===== config.mk =====
export PLATFORM = sky130hd
export DESIGN_NAME = ps2_key_decoder
export DESIGN_NICKNAME = d
export VERILOG_FILES = /design/src/rtl/ps2_pkg.sv /design/src/rtl/ps2_timeout_cnt.sv /design/src/rtl/ps2_key_decoder.sv
export SDC_FILE = /design/constraint.sdc
export NUM_CORES = 1
export LEC_CHECK = 0
export CAP_MARGIN = 10
export CORE_AREA = 2 2 90 92
export CTS_CLUSTER_DIAMETER = 150
export DETAILED_ROUTE_END_ITERATION = 10
export DIE_AREA = 0 0 92 94
export GPL_TIMING_DRIVEN = 0
export PLACE_DENSITY = 0.54
export SYNTH_ARGS = -nofsm -noshare
export SYNTH_HDL_FRONTEND = slang
export SYNTH_HIERARCHICAL = 1
export SYNTH_SLANG_ARGS = --single-unit

===== constraint.sdc =====
create_clock -name clk -period 3.6 [get_ports clk]
set_input_delay 0.36 -clock clk [delete_from_list [all_inputs] [get_ports clk]]
set_output_delay 0.36 -clock clk [all_outputs]
set_load 0.02 [all_outputs]

===== src/rtl/ps2_pkg.sv =====
// ps2_pkg: shared FSM state type, prefix constants and ignored-code list for the PS/2 key decoder.
package ps2_pkg;

    typedef enum logic [1:0] {
        ST_IDLE,
        ST_GOT_E0,
        ST_GOT_F0,
        ST_GOT_E0F0
    } ps2_state_e;

    localparam logic [7:0] PS2_PREFIX_EXT = 8'hE0;
    localparam logic [7:0] PS2_PREFIX_BRK = 8'hF0;

    // Keyboard status/acknowledge bytes that never carry a key in IDLE.
    localparam int         PS2_N_IGNORED = 6;
    localparam logic [47:0] PS2_IGNORED  = {8'h00, 8'hAA, 8'hE1, 8'hFA, 8'hFE, 8'hFF};

    function automatic logic ps2_is_ignored(input logic [7:0] b);
        for (int k = 0; k < PS2_N_IGNORED; k++)
            if (b == PS2_IGNORED[k*8 +: 8]) return 1'b1;
        return 1'b0;
    endfunction

endpackage


===== src/rtl/ps2_timeout_cnt.sv =====
// ps2_timeout_cnt: idle-cycle counter; o_tc fires on the enabled cycle that would reach TIMEOUT_CYCLES-1.
module ps2_timeout_cnt #(
    parameter int TIMEOUT_CYCLES = 2000000
) (
    input  logic clk,
    input  logic rstn,
    input  logic i_clr,
    input  logic i_en,
    output logic o_tc
);
    localparam int W = $clog2(TIMEOUT_CYCLES);

    logic [W-1:0] r_cnt;

    assign o_tc = i_en && !i_clr && (r_cnt == W'(TIMEOUT_CYCLES - 2));

    always_ff @(posedge clk) begin
        if (!rstn || i_clr || o_tc)
            r_cnt <= '0;
        else if (i_en)
            r_cnt <= r_cnt + 1'b1;
    end

endmodule


===== src/rtl/ps2_key_decoder.sv =====
// ps2_key_decoder: PS/2 make/break/extended decoder with held key, strobes and press counter.
// Define PS2_DEC_REPEAT_EN to make typematic repeats count as presses.
module ps2_key_decoder
    import ps2_pkg::*;
#(
    parameter int TIMEOUT_CYCLES = 2000000
) (
    input  logic       clk,
    input  logic       rstn,
    input  logic [7:0] byte_in,
    input  logic       byte_valid,
    output logic [7:0] scan_code,
    output logic       key_extended,
    output logic       key_pressed,
    output logic       press_pulse,
    output logic       release_pulse,
    output logic [7:0] press_count,
    output logic       timeout_pulse
);
    ps2_state_e r_state;

    logic w_tc, w_is_e0, w_is_f0, w_make, w_brk, w_ext, w_match, w_count;

    assign w_is_e0 = byte_in == PS2_PREFIX_EXT;
    assign w_is_f0 = byte_in == PS2_PREFIX_BRK;
    assign w_ext   = (r_state == ST_GOT_E0) || (r_state == ST_GOT_E0F0);
    assign w_brk   = byte_valid && !w_is_e0 && !w_is_f0 &&
                     ((r_state == ST_GOT_F0) || (r_state == ST_GOT_E0F0));
    assign w_make  = byte_valid && !w_is_e0 && !w_is_f0 &&
                     ((r_state == ST_GOT_E0) || (r_state == ST_IDLE && !ps2_is_ignored(byte_in)));
    assign w_match = key_pressed && (scan_code == byte_in) && (key_extended == w_ext);

`ifdef PS2_DEC_REPEAT_EN
    assign w_count = w_make;
`else
    assign w_count = w_make && !w_match;
`endif

    ps2_timeout_cnt #(.TIMEOUT_CYCLES(TIMEOUT_CYCLES)) u_timeout (
        .clk   (clk),
        .rstn  (rstn),
        .i_clr (byte_valid || r_state == ST_IDLE),
        .i_en  (r_state != ST_IDLE),
        .o_tc  (w_tc)
    );

    always_ff @(posedge clk) begin
        if (!rstn) begin
            r_state       <= ST_IDLE;
            scan_code     <= 8'h00;
            key_extended  <= 1'b0;
            key_pressed   <= 1'b0;
            press_pulse   <= 1'b0;
            release_pulse <= 1'b0;
            press_count   <= 8'h00;
            timeout_pulse <= 1'b0;
        end else begin
            press_pulse   <= w_count;
            release_pulse <= w_brk;
            timeout_pulse <= w_tc;
            if (w_count)
                press_count <= press_count + 8'd1;
            // A new key replaces the held one; a break only clears an exact match.
            if (w_make && !w_match) begin
                scan_code    <= byte_in;
                key_extended <= w_ext;
                key_pressed  <= 1'b1;
            end else if (w_brk && w_match) begin
                scan_code    <= 8'h00;
                key_extended <= 1'b0;
                key_pressed  <= 1'b0;
            end
            if (byte_valid)
                r_state <= w_is_f0 ? (r_state == ST_IDLE   ? ST_GOT_F0   :
                                      r_state == ST_GOT_E0 ? ST_GOT_E0F0 : r_state) :
                           w_is_e0 ? (r_state == ST_IDLE   ? ST_GOT_E0   : r_state) :
                           ST_IDLE;
            else if (w_tc)
                r_state <= ST_IDLE;
        end
    end

endmodule

* Word level (Yosys, flattened, before mapping) *
Index checks and enable logic that the tools add are counted.

word-level totals
  register bits after elaboration = 44
  input bits = 11
  output and inout bits = 21
  word-level logic and storage cells = 104

operators by class
  $add $sub $neg = 2
  equal/unequal tests = 15
  muxes and demuxes = 49
  reduce and logical (&&, ||, !) cells = 29

operators by type and width
  operator                                        count
  == test 8 bit (second input constant)           7
  2-to-1 mux 1 bit                                40
  adder 21 x 1 -> 21 bit (second input constant)  1
  == test 21 bit (second input constant)          1
  2-to-1 mux 8 bit                                2
  2-to-1 mux 2 bit                                7
  logical AND 1 bit                               11
  adder 8 x 1 -> 8 bit (second input constant)    1
  == test 8 bit                                   1
  zero test 8 bit                                 1
  != test 4 x 2 -> 1 bit (second input constant)  2
  zero test 1 bit                                 6
  logical OR 1 bit                                6
  nonzero test 2 bit                              3
  == test 2 bit (second input constant)           2
  AND reduction 3 bit                             1
  == test 2 x 1 -> 1 bit (second input constant)  1
  zero test 2 bit                                 1
  == test 1 bit                                   1

* Longest topological paths before layout *
Gate-level depths: netlist of run 1.

  depth after elaboration = 24
  mapped depth = 8
  mapped depth without buffers = 8

* By module *
Netlist of run 1, hierarchy kept.

by module, submodules not included
  module           instances  cells each  area each (um^2)
  ps2_key_decoder  1          149         1214.9
  ps2_timeout_cnt  1          118         1023.5

* Worst setup path after synthesis of run 1 *
Ideal clock, no wire load.

  path type = flip-flop to flip-flop
  start = register r_state[1]
  end = register u_timeout.r_cnt[19]
  arrival time = 2095 ps
  data required time = 3534 ps
  path slack = 1439 ps
  stages on the path, launching flop included = 8
  cells stage by stage = dfxtp_1 -> or2_2 -> buf_2 -> nand4_2 -> or4_1 -> buf_2 -> or4_4 -> a21oi_2

between the ends
  cells in the longest elaborated chain, start to end = 6
  elaborated cells between the ends (all ways) = 8
  those cells by class = reduce/logical: 8

RTL lines
  item                             RTL line               RTL
  start: declaration               ps2_key_decoder.sv:20  ps2_state_e r_state;
  start signal: assignment         ps2_key_decoder.sv:74  r_state <= w_is_f0 ? (r_state == ST_IDLE ? ST_GOT_F0 :
  zero test 2 bit                  ps2_key_decoder.sv:42  .i_clr (byte_valid || r_state == ST_IDLE),
  logical OR 1 bit                 ps2_key_decoder.sv:42
  zero test 1 bit                  ps2_timeout_cnt.sv:15  assign o_tc = i_en && !i_clr && (r_cnt == W'(TIMEOUT_CYCLES - 2));
  logical AND 1 bit (2 in series)  ps2_timeout_cnt.sv:15
  logical OR 1 bit                 ps2_timeout_cnt.sv:18  if (!rstn || i_clr || o_tc)
  end signal: assignment           ps2_timeout_cnt.sv:21  r_cnt <= r_cnt + 1'b1;
  end: declaration                 ps2_timeout_cnt.sv:13  logic [W-1:0] r_cnt;

Several ways; a longest one is shown, not always the timed one.
A chain may end at the register's enable or synchronous reset.

* Worst setup path in the final report of run 1 *
  start = input byte_in[0]
  end = register scan_code[1]

between the ends
  cells in the longest elaborated chain, start to end = 19
  elaborated cells between the ends (all ways) = 61
  those cells by class = eq/ne: 8; mux: 37; reduce/logical: 16

RTL lines
  item                                                           RTL line               RTL
  start: declaration                                             ps2_key_decoder.sv:10  input logic [7:0] byte_in,
  == test 8 bit                                                  ps2_pkg.sv:20          if (b == PS2_IGNORED[k*8 +: 8]) return 1'b1;
  2-to-1 mux 1 bit                                               ps2_pkg.sv:20
  2-to-1 mux 1 bit                                               ps2_pkg.sv:19          for (int k = 0; k < PS2_N_IGNORED; k++)
  2-to-1 mux 1 bit (4 in series)                                 ps2_pkg.sv:20
  2-to-1 mux 1 bit (5 in series)                                 ps2_pkg.sv:19
  2-to-1 mux 1 bit                                               ps2_pkg.sv:21          return 1'b0;
  zero test 1 bit                                                ps2_key_decoder.sv:30  ((r_state == ST_GOT_E0) || (r_state == ST_IDLE && !ps2_is_ignored(byte_in)));
  logical AND 1 bit                                              ps2_key_decoder.sv:30
  logical OR 1 bit                                               ps2_key_decoder.sv:30
  logical AND 1 bit                                              ps2_key_decoder.sv:29  assign w_make = byte_valid && !w_is_e0 && !w_is_f0 &&
  logical AND 1 bit                                              ps2_key_decoder.sv:64  if (w_make && !w_match) begin
  2-to-1 mux 8 bit / nonzero test 2 bit (equally long branches)  --
  end signal: assignment                                         ps2_key_decoder.sv:65  scan_code <= byte_in;
  end: declaration                                               ps2_key_decoder.sv:12  output logic [7:0] scan_code,

Several ways; a longest one is shown, not always the timed one. The select of a mux whose other input is x is not followed.

==> results of run 1 <==
## sequential cells by signal (all words and copies together), names as in the netlist
name	count
key_extended	1
key_pressed	1
press_count	8
press_pulse	1
r_state	2
release_pulse	1
scan_code	8
timeout_pulse	1
u_timeout/r_cnt	21
## worst min-delay path: cells and delay by family (launching register included)
family | cells | cell delay (ns)
flops | 1 | 0.33
compound gates | 2 | 0.11
## Yosys cell counts, types with 2 or more instances
master	number	share of area, %
sky130_fd_sc_hd__a21oi_1	16	3.6
sky130_fd_sc_hd__a41oi_1	9	3.5
sky130_fd_sc_hd__and3_1	3	0.84
sky130_fd_sc_hd__buf_2	5	1.1
sky130_fd_sc_hd__clkbuf_1	7	1.2
sky130_fd_sc_hd__dfxtp_1	44	39
sky130_fd_sc_hd__ha_1	3	1.7
sky130_fd_sc_hd__inv_1	7	1.2
sky130_fd_sc_hd__nand2_1	25	4.2
sky130_fd_sc_hd__nand3_1	13	2.9
sky130_fd_sc_hd__nand4_1	7	2.0
sky130_fd_sc_hd__nor2_1	28	4.7
sky130_fd_sc_hd__nor2b_1	2	0.56
sky130_fd_sc_hd__nor3_1	7	1.6
sky130_fd_sc_hd__nor4_1	3	0.84
sky130_fd_sc_hd__o21ai_0	14	3.1
sky130_fd_sc_hd__o21ai_1	4	0.89
sky130_fd_sc_hd__o31ai_1	8	2.7
sky130_fd_sc_hd__or3_1	9	2.5
sky130_fd_sc_hd__or4_1	12	4.0
sky130_fd_sc_hd__or4b_1	2	0.89
sky130_fd_sc_hd__xnor2_1	18	7.0
sky130_fd_sc_hd__xor2_1	4	1.6
## metrics by stage
stage	instance area (um2)	hold slack (ns)	util, %
after floorplan	2238	0.4521	-
after global placement	2676	0.4670	35.18
after detailed placement	2676	0.4755	35.18
after CTS	2805	0.4883	36.88
after global routing	2805	0.5140	36.88
final	2805	0.4827	36.88
## where the power goes
group / leakage (nW) / switching, mW / total, mW / internal (mW)
Clock: 0.0642 / 0.169 / 0.442 / 0.273
Combinational: 0.422 / 0.0523 / 0.0980 / 0.0457
Sequential: 0.357 / 0.00976 / 0.505 / 0.495
Total: 0.843 / 0.231 / 1.05 / 0.814
## worst paths after layout
kind         slack [ns]      startpoint                  end
min                0.48  press_count[7]       press_count[7]
max                1.10      byte_in[0]         scan_code[1]
max reg2reg        1.22      r_state[1]  u_timeout/r_cnt[19]
min reg2reg        0.48  press_count[7]       press_count[7]
## layer usage
layer	up-vias	GRT usage, %	wire length (um)
li1	1054	-	-
met3	4	2.167	176
met5	-	0	0
met2	31	21.38	2428
met1	960	17.90	2610
met4	0	3.856	52
## cell families after synthesis
logic type / share of synthesized area (%)
buf+inv: 3.969
xor+xnor: 8.608
compound gates: 16.60
mux: 0.9502
flops: 39.35
fa+ha+maj: 1.677
simple gates: 28.84
## area by class of cell
cell class / count / area, um2
Timing Repair Buffer: 31 / 310.3
Sequential cell: 44 / 880.8
Buffer: 13 / 62.56
Clock buffer: 5 / 68.82
Inverter: 7 / 26.28
Multi-Input combinational cell: 203 / 1269
Tap cell: 102 / 127.6
Clock inverter: 2 / 60.06
Fill cell: 801 / 4802
==> results.rst, run 1 <==
.. list-table::
   :header-rows: 1

   * - Metric
     - Value
   * - Total Wirelength
     - between 5000 and 6000 um
   * - Post-layout power
     - 1.045 mW
   * - Library cells used by synthesis
     - 40
   * - Core Box Area
     - 7607 um2
   * - Final global-route overflow total
     - 0
   * - Cell Pwr Density
     - around 370 nW/um2
   * - Setup repair after global routing missed its margin
     - no
   * - Worst Hold Path Cells
     - 2
   * - Category of the critical setup timing path
     - in -> reg
   * - Full die area
     - 8648 um2
   * - Clock transition at the registers of the reported paths
     - 0.08 ns
   * - Buffers inserted by post-CTS timing repair
     - 0
   * - Final HPWL from detailed placement
     - 3775 um
   * - Number of antenna violations at the first check in global routing
     - 0
   * - Class of the tightest hold or removal check
     - reg -> reg
   * - Clk sink count
     - 44
   * - Delay of the slowest critical-path stage
     - 0.59 ns
   * - WP buf/inv
     - 2
   * - Avg Synthesized Cell Area
     - 8.384 um2
   * - Actual slew at the worst max-slew pin
     - 0.5971 ns
   * - Final period demand of the worst path
     - 2.499 ns
   * - Clk_lat worst skew
     - about 0.29 ns
   * - Syn Inst Count
     - approximately 270
   * - Number of enable-type register cells in the synthesized netlist
     - 0
   * - Min setup slack post-route
     - 1.101 ns
   * - Leading cell type in the layout, fill and taps excluded
     - sky130_fd_sc_hd__dfxtp_1
   * - Layout Nets
     - 319
   * - Result of the run
     - complete, no violations
   * - Sequential element share of the synthesized area
     - between 30% and 40%
   * - Fraction of layout cells with a size suffix above 1
     - 7.213%
   * - Top_reg_cell synth
     - sky130_fd_sc_hd__dfxtp_1
   * - Initial standard-cell utilization of the core
     - 29.42%
   * - Critical path data required time
     - between 3 and 4 ns
   * - Arrival time reported for the critical path endpoint
     - 2.68 ns
   * - Horiz. Die Dim
     - slightly above 90 um
   * - Final RePlAce weighted congestion
     - between 0.7 and 0.8
   * - Depth of the worst register-to-register path
     - 7
   * - Total via count after detailed routing
     - 2049
   * - Most frequent cells in the layout
     - sky130_fd_sc_hd__dfxtp_1, sky130_fd_sc_hd__clkdlybuf4s50_1, sky130_fd_sc_hd__nor2_1, sky130_fd_sc_hd__nand2_1, sky130_fd_sc_hd__xnor2_1
   * - Max Root-Sink Buffers
     - 2
   * - Synthesized netlist net count
     - ~280
   * - Number of standard-cell rows in the floorplan
     - 32
   * - Final hold violation count
     - 0
   * - Setup Skew
     - 0.008333 ns
   * - Routed wirelength normalized by instance count
     - 12.94 um
   * - Detail Route Antenna Nets
     - 0
   * - Final setup viols
     - 0
   * - Levels on crit path
     - 7
   * - Number of antenna cells inserted
     - 0
   * - Maximum number of pins on one net before global-route repair
     - 14
   * - Critical path's slowest cell
     - sky130_fd_sc_hd__or4_1
   * - Element type at the critical path start
     - input pin
   * - Max-Cap Viols
     - 0
   * - Root Driver
     - sky130_fd_sc_hd__clkbuf_8
   * - I/O Pins
     - 32
   * - Via count of the first global-routing pass
     - ~1900
   * - Top achievable clock speed
     - roughly 400 MHz
   * - H-tree levels
     - 2
   * - Total global-route track usage
     - between 10% and 20%
   * - Cell-by-cell trace of the critical path
     - clkdlybuf4s50_1 > or4_1 > a2111oi_2 > nor4b_1 > buf_2 > a41oi_1 > o21ai_0
   * - First-pass GRT wire length
     - 9321 um
   * - Number of port buffers
     - 31
   * - Dpl cells
     - 400
   * - Crit-path leading delay family
     - buffers and inverters
   * - Static leakage power
     - 0.8433 nW
   * - Synthesized cell area
     - around 2200 um2
   * - Count of synthesis-stage warnings from yosys
     - 6
   * - Number of detailed-routing iterations run before antenna repair
     - 4
   * - Headroom to the max-slew limit
     - 60.09%
   * - Drt via density
     - 5.034
   * - TritonCTS clock tree
     - done
   * - Num CTS Buffers
     - 5
   * - Maximum net fanout on the critical path
     - 10
   * - Vertical die dimension
     - 94 um
   * - Drc violations
     - 0
   * - Share of the clock period used by the worst path after layout
     - 69.43%
   * - Capturing element type of the critical path
     - register
   * - Fraction of registers with async set or reset after synthesis
     - 0%
   * - Setup tns final
     - 0 ns
   * - Synthesis-stage register bit count
     - 44
   * - Synth-to-layout area growth
     - 25.32%
   * - Number of design-rule violations left by the first detailed-router iteration
     - 95
   * - Max-slew violations
     - 0
   * - DP Worst Slack
     - 0.7941 ns
   * - Cts hold-fix bufs
     - 0
   * - Peak VDD IR
     - about 0.00014 V
   * - Number of non-filler instances in the completed layout
     - 407
   * - Resized cells post-CTS
     - 0
(Power assumes the default switching activity.)
==> run 2, diff against run 1 <==
==> constraint.sdc (replaced) <==
create_clock -name clk -period 2.4 [get_ports clk]
set_input_delay 0.24 -clock clk [delete_from_list [all_inputs] [get_ports clk]]
set_output_delay 0.24 -clock clk [all_outputs]
set_load 0.02 [all_outputs]
==> run 2 against run 1 <==
  * Die area unchanged
  * Worst setup slack worse by 0.99 ns
  * Final cell count down 0.25%
  * Critical path type unchanged
  * Largest power group unchanged
==> results.rst, run 2 (synthesis results as in run 1) <==
.. list-table::
   :header-rows: 1

   * - Metric
     - Value
   * - Synth-to-layout area growth
     - 27.28%
   * - Cell Pwr Density
     - 550.9 nW/um2
   * - Fraction of layout cells with a size suffix above 1
     - 8.882%
   * - Critical path's slowest cell
     - sky130_fd_sc_hd__or4_1
   * - Share of the clock period used by the worst path after layout
     - 95.19%
   * - Root Driver
     - sky130_fd_sc_hd__clkbuf_8
   * - Flop pwr share
     - between 40% and 50%
   * - Cts hold-fix bufs
     - 0
   * - Full die area
     - 8648 um2
   * - Total global-route track usage
     - 13.13%
   * - Critical path data required time
     - 2.58 ns
   * - Via count of the first global-routing pass
     - between 1500 and 2000
   * - Clock power share
     - 42.3%
   * - Clock transition at the registers of the reported paths
     - 0.08 ns
   * - Setup repair after global routing missed its margin
     - no
   * - Most frequent cells in the layout
     - sky130_fd_sc_hd__dfxtp_1, sky130_fd_sc_hd__nor2_1, sky130_fd_sc_hd__clkdlybuf4s50_1, sky130_fd_sc_hd__nand2_1, sky130_fd_sc_hd__xnor2_1
   * - Net switching power
     - 348.7 uW
   * - Max-slew violations
     - 0
   * - Combinational fraction of design power
     - 9.5%
   * - Drt via density
     - 5.020
   * - Top achievable clock speed
     - 437.7 MHz
   * - Number of antenna violations at the first check in global routing
     - 0
   * - Sw frac
     - between 20 and 25%
   * - Area taken by multi-input logic gates
     - 1304 um2
   * - Biggest register
     - u_timeout/r_cnt
   * - Share of the core filled with cells in the final layout
     - 37.45%
   * - Maximum net fanout on the critical path
     - 10
   * - Leading cell type in the layout, fill and taps excluded
     - sky130_fd_sc_hd__dfxtp_1
   * - Register Area
     - around 900 um2
   * - Largest registers ranked by flip-flop count
     - u_timeout/r_cnt x21, press_count x8, scan_code x8
   * - TritonCTS clock tree
     - done
   * - Cell-by-cell trace of the critical path
     - clkdlybuf4s50_1 > or4_1 > a2111oi_4 > nor4b_1 > buf_2 > a41oi_1 > o21ai_0
   * - Clk sink count
     - 44
   * - Horiz. Die Dim
     - between 90 and 100 um
   * - Capturing element type of the critical path
     - register
   * - Final global-route overflow total
     - 0
   * - Initial standard-cell utilization of the core
     - just under 30%
   * - Final RePlAce weighted congestion
     - 0.7573
   * - Post-layout power
     - 1.570 mW
   * - Result of the run
     - complete, no violations
   * - Resized cells post-CTS
     - 1
   * - Worst Hold Path Cells
     - 3
   * - Class of the tightest hold or removal check
     - in -> reg
   * - Depth of the worst register-to-register path
     - 7
   * - Arrival time reported for the critical path endpoint
     - 2.46 ns
   * - Static leakage power
     - 0.8815 nW
   * - Delay of the slowest critical-path stage
     - 0.59 ns
   * - Number of detailed-routing iterations run before antenna repair
     - 4
   * - Total via count after detailed routing
     - 2038
   * - Peak VDD IR
     - between 0.0002 and 0.00025 V
   * - Number of design-rule violations left by the first detailed-router iteration
     - 95
   * - Number of flip-flops in the largest register
     - 21
   * - Vertical die dimension
     - between 90 and 100 um
   * - Final HPWL from detailed placement
     - 3775 um
   * - Number of port buffers
     - 31
   * - Actual slew at the worst max-slew pin
     - 0.5583 ns
   * - Clk_lat worst skew
     - 0.29 ns
   * - Maximum number of pins on one net before global-route repair
     - 14
   * - Count of filler cells inserted in the layout
     - 792
   * - Drc violations
     - 0
   * - Final hold violation count
     - 0
   * - Final setup viols
     - 0
   * - First-pass GRT wire length
     - 9321 um
   * - Setup Skew
     - 0.008422 ns
   * - Reg2Reg Setup Slack
     - 0.16 ns
   * - Element type at the critical path start
     - input pin
   * - Core Box Area
     - 7607 um2
   * - Internal portion of total power
     - 1.221 mW
   * - Final period demand of the worst path
     - 2.285 ns
   * - Routed wirelength normalized by instance count
     - 13.12 um
   * - Category of the critical setup timing path
     - in -> reg
   * - Detail Route Antenna Nets
     - 0
   * - Number of standard-cell rows in the floorplan
     - 32
   * - Number of antenna cells inserted
     - 0
   * - I/O Pins
     - 32
   * - Num CTS Buffers
     - 5
   * - Buffers inserted by post-CTS timing repair
     - 0
   * - Total Wirelength
     - 5327 um
   * - Headroom to the max-slew limit
     - 62.26%
   * - Layout Nets
     - 318
   * - H-tree levels
     - 2
   * - Max-Cap Viols
     - 0
   * - Max Root-Sink Buffers
     - 2
-- run 2: cell type report --
type                    count  area share (%)
plain buffers              12           2.064
clock inverters             2           2.108
clock buffers               5           2.415
repair buffers             31           11.16
multi-input cells         203           45.76
well taps                 102           4.480
flip-flops and latches     44           31.09
inverters                   7          0.9223
-- run 2: metrics by stage --
| stage | cells | hold WS, ns | instance area, um2 | TNS (ns) | worst slack (ns) |
|---|---|---|---|---|---|
| after CTS | 407 | 0.4883 | 2806 | 0 | 0.001074 |
| after floorplan | 267 | 0.3760 | 2238 | 0 | 0.2385 |
| after detailed placement | 400 | 0.4755 | 2676 | -3.425 | -0.2859 |
| after global routing | 406 | 0.4061 | 2849 | 0 | 0.006835 |
| after global placement | 400 | 0.4670 | 2676 | -3.358 | -0.2869 |
| final | 406 | 0.3724 | 2849 | 0 | 0.1155 |
-- run 2: worst max-delay path, delay by kind of cell --
| kind | cells | cell delay, ns |
|---|---|---|
| buf+inv | 2 | 0.76 |
| simple gates | 2 | 0.73 |
| compound gates | 3 | 0.73 |
-- run 2: layer usage --
layer / wire length, um / GRT usage (%) / up-vias
met3: 143 / 2.167 / 4
met4: 53 / 3.856 / 0
met2: 2475 / 21.38 / 27
met5: 0 / 0 / -
met1: 2655 / 17.90 / 952
li1: - / - / 1055
-- run 2: power by group through the flow --
stage	Combinational (mW)	Sequential [mW]	Clock (mW)
after global placement	0.146	0.775	0
after global routing	0.162	0.759	0.714
after detailed placement	0.147	0.775	0
final	0.149	0.757	0.664
after CTS	0.148	0.758	0.687
after floorplan	0.0611	0.789	0
-- run 2: path summary, 6_finish.rpt --
check,from,end
worst max-delay path,byte_in[7],scan_code[1]
worst min-delay path,byte_in[4],r_state[1]
worst max register to register,r_state[1],u_timeout/r_cnt[19]
worst min register to register,press_count[7],press_count[7]
==> run 3, diff against run 2 <==
==> constraint.sdc (replaced) <==
create_clock -name clk -period 2.7 [get_ports clk]
set_input_delay 0.27 -clock clk [delete_from_list [all_inputs] [get_ports clk]]
set_output_delay 0.27 -clock clk [all_outputs]
set_load 0.02 [all_outputs]
==> results of run 3 <==
Same layout as run 1 (identical final DEF). Status: complete, no violations.
Among the figures that moved: setup slack after placement 0.7941 ns -> -0.01588 ns; setup slack after layout 1.101 ns -> 0.2907 ns; register-to-register setup slack 1.22 ns -> 0.32 ns; total power 1.045 mW -> 1.394 mW; worst IR drop on VDD 0.0001391 V -> 0.0001854 V
